--- src/rtl/lsu_bus.sv ---
// ---------------------------------------------------------------------------
// lsu_bus -- load/store unit bus adapter.
//
// Turns a single-cycle memread/memwrite request from the decoder into a
// request/acknowledge bus transaction. The datapath is stalled while the
// access is outstanding. Every access passes through IDLE -> REQ -> DONE,
// and the datapath commits at the end of DONE. If no mem_ack arrives within
// MAX_WAIT REQ cycles, the access is abandoned with a one-cycle err in DONE.
//
// Optional feature (macro LSU_MISALIGN_TRAP_EN):
//   When defined, an access with aluout[1:0] != 0 skips the bus. It goes
//   straight to DONE with err=1. When undefined, the low address bits are
//   dropped and the access proceeds word-aligned.
//
// Ports:
//   clk, reset          - clock, synchronous active-high reset
//   memread, memwrite   - load / store request from decoder (both = store)
//   aluout              - byte address
//   writedata_rd2       - store data
//   readdata_rd         - load result, held until the next completed load
//   stall               - freezes pc / regfile write while the access is open
//   err                 - one-cycle timeout / misalignment flag (in DONE)
//   mem_req/we/addr/wdata, mem_ack, mem_rdata - memory bus
// ---------------------------------------------------------------------------
module lsu_bus #(
    parameter int unsigned MAX_WAIT = 16
) (
    input  logic        clk,
    input  logic        reset,
    input  logic        memread,
    input  logic        memwrite,
    input  logic [31:0] aluout,
    input  logic [31:0] writedata_rd2,
    output logic [31:0] readdata_rd,
    output logic        stall,
    output logic        err,
    output logic        mem_req,
    output logic        mem_we,
    output logic [31:0] mem_addr,
    output logic [31:0] mem_wdata,
    input  logic        mem_ack,
    input  logic [31:0] mem_rdata
);

`ifdef LSU_MISALIGN_TRAP_EN
    localparam bit TRAP_EN = 1'b1;
`else
    localparam bit TRAP_EN = 1'b0;
`endif

    // Last REQ cycle index before the counter would reach MAX_WAIT.
    localparam logic [7:0] WAIT_LAST = 8'(MAX_WAIT - 1);

    typedef enum logic [1:0] {
        IDLE = 2'd0,
        REQ  = 2'd1,
        DONE = 2'd2
    } state_t;

    state_t      state_q, state_d;
    logic [7:0]  wait_q, wait_d;
    logic [31:0] rdata_q, rdata_d;
    logic        err_q, err_d;
    logic        we_q, we_d;
    logic [31:0] addr_q, addr_d;
    logic [31:0] wdata_q, wdata_d;

    logic access;
    logic misalign;

    assign access   = memread | memwrite;
    assign misalign = TRAP_EN & (|aluout[1:0]);

    always_ff @(posedge clk) begin
        if (reset) begin
            state_q <= IDLE;
            wait_q  <= '0;
            rdata_q <= '0;
            err_q   <= 1'b0;
            we_q    <= 1'b0;
            addr_q  <= '0;
            wdata_q <= '0;
        end else begin
            state_q <= state_d;
            wait_q  <= wait_d;
            rdata_q <= rdata_d;
            err_q   <= err_d;
            we_q    <= we_d;
            addr_q  <= addr_d;
            wdata_q <= wdata_d;
        end
    end

    always_comb begin
        state_d = state_q;
        wait_d  = wait_q;
        rdata_d = rdata_q;
        err_d   = 1'b0;      // err lives only for the DONE cycle it is set into
        we_d    = we_q;
        addr_d  = addr_q;
        wdata_d = wdata_q;
        stall   = 1'b0;
        mem_req = 1'b0;

        unique case (state_q)
            IDLE: begin
                if (access) begin
                    stall = 1'b1;
                    if (misalign) begin
                        // Trap: bus untouched, readdata_rd kept.
                        state_d = DONE;
                        err_d   = 1'b1;
                    end else begin
                        state_d = REQ;
                        wait_d  = '0;
                        addr_d  = {aluout[31:2], 2'b00};
                        wdata_d = writedata_rd2;
                        we_d    = memwrite;   // load+store together = store
                    end
                end
            end
            REQ: begin
                stall   = 1'b1;
                mem_req = 1'b1;
                if (mem_ack) begin
                    state_d = DONE;
                    if (!we_q) rdata_d = mem_rdata;
                end else if (wait_q == WAIT_LAST) begin
                    // Ack missing for MAX_WAIT cycles: give up.
                    state_d = DONE;
                    err_d   = 1'b1;
                    if (!we_q) rdata_d = '0;
                end else begin
                    wait_d = wait_q + 8'd1;
                end
            end
            DONE: begin
                // Always one cycle, so the next instruction decodes fresh.
                state_d = IDLE;
            end
            default: begin
                state_d = IDLE;
            end
        endcase
    end

    assign readdata_rd = rdata_q;
    assign err         = err_q;
    assign mem_we      = we_q;
    assign mem_addr    = addr_q;
    assign mem_wdata   = wdata_q;

endmodule

--- config.mk ---
export PLATFORM = sky130hd
export DESIGN_NAME = lsu_bus
export DESIGN_NICKNAME = d
export VERILOG_FILES = /design/src/rtl/lsu_bus.sv
export SDC_FILE = /design/constraint.sdc
export NUM_CORES = 1
export LEC_CHECK = 0
export ABC_AREA = 0
export CORE_ASPECT_RATIO = 0.6
export CORE_UTILIZATION = 38
export CTS_CLUSTER_DIAMETER = 120
export DETAILED_ROUTE_END_ITERATION = 8
export PLACE_DENSITY = 0.75
export RECOVER_POWER = 100
export SYNTH_ARGS = -nofsm -noshare
export SYNTH_HDL_FRONTEND = slang
export SYNTH_SLANG_ARGS = --single-unit
--- constraint.sdc ---
create_clock -name clk -period 2.95 [get_ports clk]
set_clock_uncertainty 0.1 [all_clocks]
set_input_delay 0.4425 -clock clk [delete_from_list [all_inputs] [get_ports clk]]
set_output_delay 0.4425 -clock clk [all_outputs]
set_load 0.1 [all_outputs]
* Word-level counts from Yosys, hierarchy flattened
Cells that the tools add are included.
** Word-level totals
- Register bits after elaboration :: 106
- Input port bits :: 101
- Output and inout bits :: 100
- Logic and storage cells :: 41
** Cells by class
- Add/sub/neg operators :: 1
- Equality and inequality tests :: 6
- Mux-type cells :: 16
- Bitwise gates (word level) :: 3
- Reduce and logical (&&, ||, !) cells :: 8
** Operators by type and width (number)
- $mux W32 :: 4
- $mux W8 :: 3
- $pmux W8 S2 :: 1
- $add A8 B1 Y8 const B :: 1
- $eq A8 B4 Y1 const B :: 1
- $mux W2 :: 3
- $ne A2 B2 Y1 const B :: 3
- $pmux W2 S2 :: 1
- $reduce_and A2 Y1 :: 2
- $reduce_and A4 Y1 :: 1
- $reduce_bool A2 Y1 :: 2
- $mux W1 :: 3
- $ne A3 B3 Y1 const B :: 1
- $reduce_and A3 Y1 :: 1
- $reduce_or A3 Y1 :: 1
- $eq A2 B1 Y1 const B :: 1
- $logic_not A2 Y1 :: 1
- $not A1 Y1 :: 2
- $pmux W1 S2 :: 1
- $or A1 B1 Y1 :: 1

* Logic depth before layout (Yosys ltp)
- Depth in word-level cells :: 4
- Depth in mapped cells :: 6
- Depth with buffers taken out :: 5

* Worst setup path after synthesis
OpenSTA, ideal clock, no wires.
- Path kind :: register to register
- Start point :: reg state_q[0]
- End point :: reg wait_q[1]
- Library setup time :: 0.070 ns
- Arrival time :: 2.326 ns
- Data required time :: 2.780 ns
- Slack :: 0.453 ns
- Cell stages (with the launch flop) :: 5
- Buffers on the path :: 0
- Clock period less this slack :: 2.497 ns
- Cells stage by stage :: dfxtp_1 nor2b_1 nand2_1 or3_1 a21oi_1
** On the way
- Longest elaborated chain between the ends :: 3
** RTL lines
- start: declaration :: line 60 : state_t state_q, state_d;
- start signal: assignment :: line 84 : state_q <= state_d;
- $eq A2 B1 Y1 or $logic_not A2 Y1 (tied branches) :: line 105 : unique case (state_q)
- $ne A2 B2 Y1 (no line) or $reduce_bool A2 Y1 (tied branches)
- $reduce_and A4 Y1 (no line)
- end signal: assignment :: line 85 : wait_q <= wait_d;
- end: declaration :: line 61 : logic [7:0] wait_q, wait_d;
Several ways; a longest one is shown, not always the timed one.
A chain may end at the register's enable or synchronous reset.

* Final worst setup path
- Start point :: in memwrite
- End point :: out stall
** On the way
- Longest elaborated chain between the ends :: 3
** RTL lines
- start: declaration :: line 31 : input logic memwrite,
- $or A1 B1 Y1 :: line 71 : assign access = memread | memwrite;
- $mux W1 :: line 107 : if (access) begin
- $pmux W1 S2 :: line 105
- end: declaration :: line 35 : output logic stall,
Every way passes these cells.

==> impl_metrics.tcl <==
set metrics [dict create \
    critPathLaunchType "input pin" \
    cts_buffers 9 \
    core_area_sq_um 9880 \
    period_share_pct 86.0 \
    finalWirelength_mm 11.5 \
    die_h_um 80.3 \
    cts_tree "yes" \
    grt_overflow 0 \
    synth_edf_count 0 \
    initial_utilization_pct 39.3 \
    peakVddDrop_uv 319 \
    rsz0062_at_grt "false" \
    grt_pass1_wl_mm 17.7 \
    firstDrtPassIters 6 \
    finalHoldViolCount 0 \
    die_x_um 133 \
    max_freq_ghz 0.394 \
    ys_async_sr_fraction_pct 0 \
    post-route-drc-count 0 \
    synth_ff_type "dfxtp_1" \
    timing.slew.headroom_pct 13.5 \
    cap_violations 0 \
    final_layout_size_suffix_gt1_share_pct 4.19 \
    final_antenna_net_count 0 \
    r2r_cells 5 \
    dp_hpwl_mm 7.97 \
    gp_congestion 0.831 \
    timing.hold.ws_ps 355 \
    cts_setup_buffers 0 \
    grt_pass1_vias 3704 \
    cts_hold_buf 0 \
    io_pins 201 \
    finalMaxSlewViolations 0 \
    cp_max_fo 4 \
    clock-sinks 106 \
    grt_max_degree 63 \
    status "finished clean" \
    syn-cell-area_sq_um 3880 \
    drt_iter0_markers 202 \
    yosys_warnings 0 \
    layout_common_cells "nand2_1 (161), dfxtp_1 (106), a21oi_1 (101)" \
    synth_cells 485 \
    ys_seq_area_share_pct 54.6 \
    area_delta_synth_final_pct 43.7 \
    fin_nets 766 \
    clock_path_buffers 2 \
    portBuffers 196 \
    hold_class "flop to flop" \
    grt_util_all_layers_pct 21.0 \
    path_clk_slew_ps 70 \
    hold_depth 2 \
    h-tree-depth 3 \
    finalCriticalPeriod_ps 2540 \
    vias_per_cell 4.92 \
    wl_per_cell_um 14.3 \
    end_kind "output port" \
    power.leakage_nw 2.02 \
    clockRootBuffer "clkbuf_16" \
    synth.avg_cell_area_sq_um 8.01 \
    insertion_delay_ps 340 \
    cp.required_ps 2410 \
    critPathKind "input pin to output port" \
    multi_input_area_sq_um 1580 \
    yosys_register_bits 106 \
    fin_setup_tns_ps 0 \
    final_common_cell "nand2_1" \
    yosysUniqueCellTypes 36 \
    powerDensity_nw_per_um2 683 \
    register_area_sq_um 2120 \
    antenna_found_initial 0 \
    diodes 0 \
    tightest_slew_ps 1300 \
    finalSetupViolations 0 \
    fillCellCount 1003 \
    cp.arrival_ps 2000 \
    rows 28 \
    die-area_sq_um 10600 \
    cts_resized 0 \
    vias 3953 \
]
cells in the mapped netlist, drive strengths merged, types with 2 or more instances:
library cell  instances  area [sq um]
o21ai                36           180
nand2               161           604
nor2                  9          36.3
a31oi                 3          18.8
buf                  10          62.6
nand3                 2          10.0
or3b                  2          20.0
o211ai                2          15.0
inv                   5          18.8
dfxtp               106          2120
and3                  2          12.5
a21oi               101           509
nor3                  4          25.0
o21a                  2          15.0
clkbuf               25          93.8
through the flow:
| stage | worst slack (ps) | total power [mW] | instance area (sq um) | utilization [%] | cells |
|---|---|---|---|---|---|
| floorplan | 453 | 2.46 | 3890 | - | 486 |
| global placement | 700 | 2.78 | 5700 | 57.7 | 788 |
| detailed placement | 604 | 2.80 | 5700 | 57.7 | 788 |
| CTS | 826 | 3.93 | 5980 | 60.5 | 804 |
| global route | 360 | 3.96 | 5580 | 56.5 | 804 |
| finish | 412 | 3.81 | 5580 | 56.5 | 804 |
area by class of cell:
type,count,area share [%]
multi-input combinational,340,28.4
tap,135,3.03
clock inverter,5,0.717
inverter,5,0.336
timing repair buffer,202,25.2
sequential,106,38.0
clock buffer,11,4.35
state kept, by name, summed over array words and instances, names as in the netlist:
| signal | cells |
|---|---|
| mem_wdata | 32 |
| readdata_rd | 32 |
| mem_addr | 30 |
| wait_q | 8 |
| state_q | 2 |
| err | 1 |
| mem_we | 1 |
logic make-up (layout without fill, tap and decap cells):
group | count (synthesis) | in the layout | share of synthesized area, %
muxes | 1 | 1 | 0.258
buffers and inverters | 40 | 223 | 4.51
DFF | 106 | 106 | 54.6
and+or+nand+nor | 186 | 186 | 19.6
other | 1 | 2 | 0.0966
adders and majority gates | 1 | 1 | 0.322
AOI/OAI and AO/OA | 150 | 150 | 20.6
worst max-delay path: stages:
cell and delay [ps]:
dlygate4sd3_1 600, nor3_1 100, nor2_1 90, dlymetal6s2s_1 760
power breakdown:
group | leakage, nW | internal [mW] | total (mW) | switching (mW)
sequential | 0.868 | 1.52 | 1.57 | 0.0476
combinational | 1.02 | 0.224 | 1.12 | 0.892
clock | 0.128 | 0.599 | 1.13 | 0.529
path summary, 6_finish.rpt:
check / from / slack [ps] / endpoint
worst max register to register: state_q[1] / 760 / mem_addr[10]
worst max-delay path: memwrite / 410 / stall
worst min-delay path: mem_wdata[28] / 350 / mem_wdata[28]
worst min register to register: mem_wdata[28] / 350 / mem_wdata[28]
per-layer routing:
| layer | track usage, % | part of all wire, % | vias to the layer above |
|---|---|---|---|
| li1 | - | - | 1966 |
| met1 | 25.0 | 46 | 1815 |
| met2 | 35.6 | 45 | 156 |
| met3 | 7.39 | 7.9 | 16 |
| met4 | 6.78 | 1.5 | 0 |
| met5 | 0 | 0 | - |
Note: power is estimated with default switching activity, not from simulation.
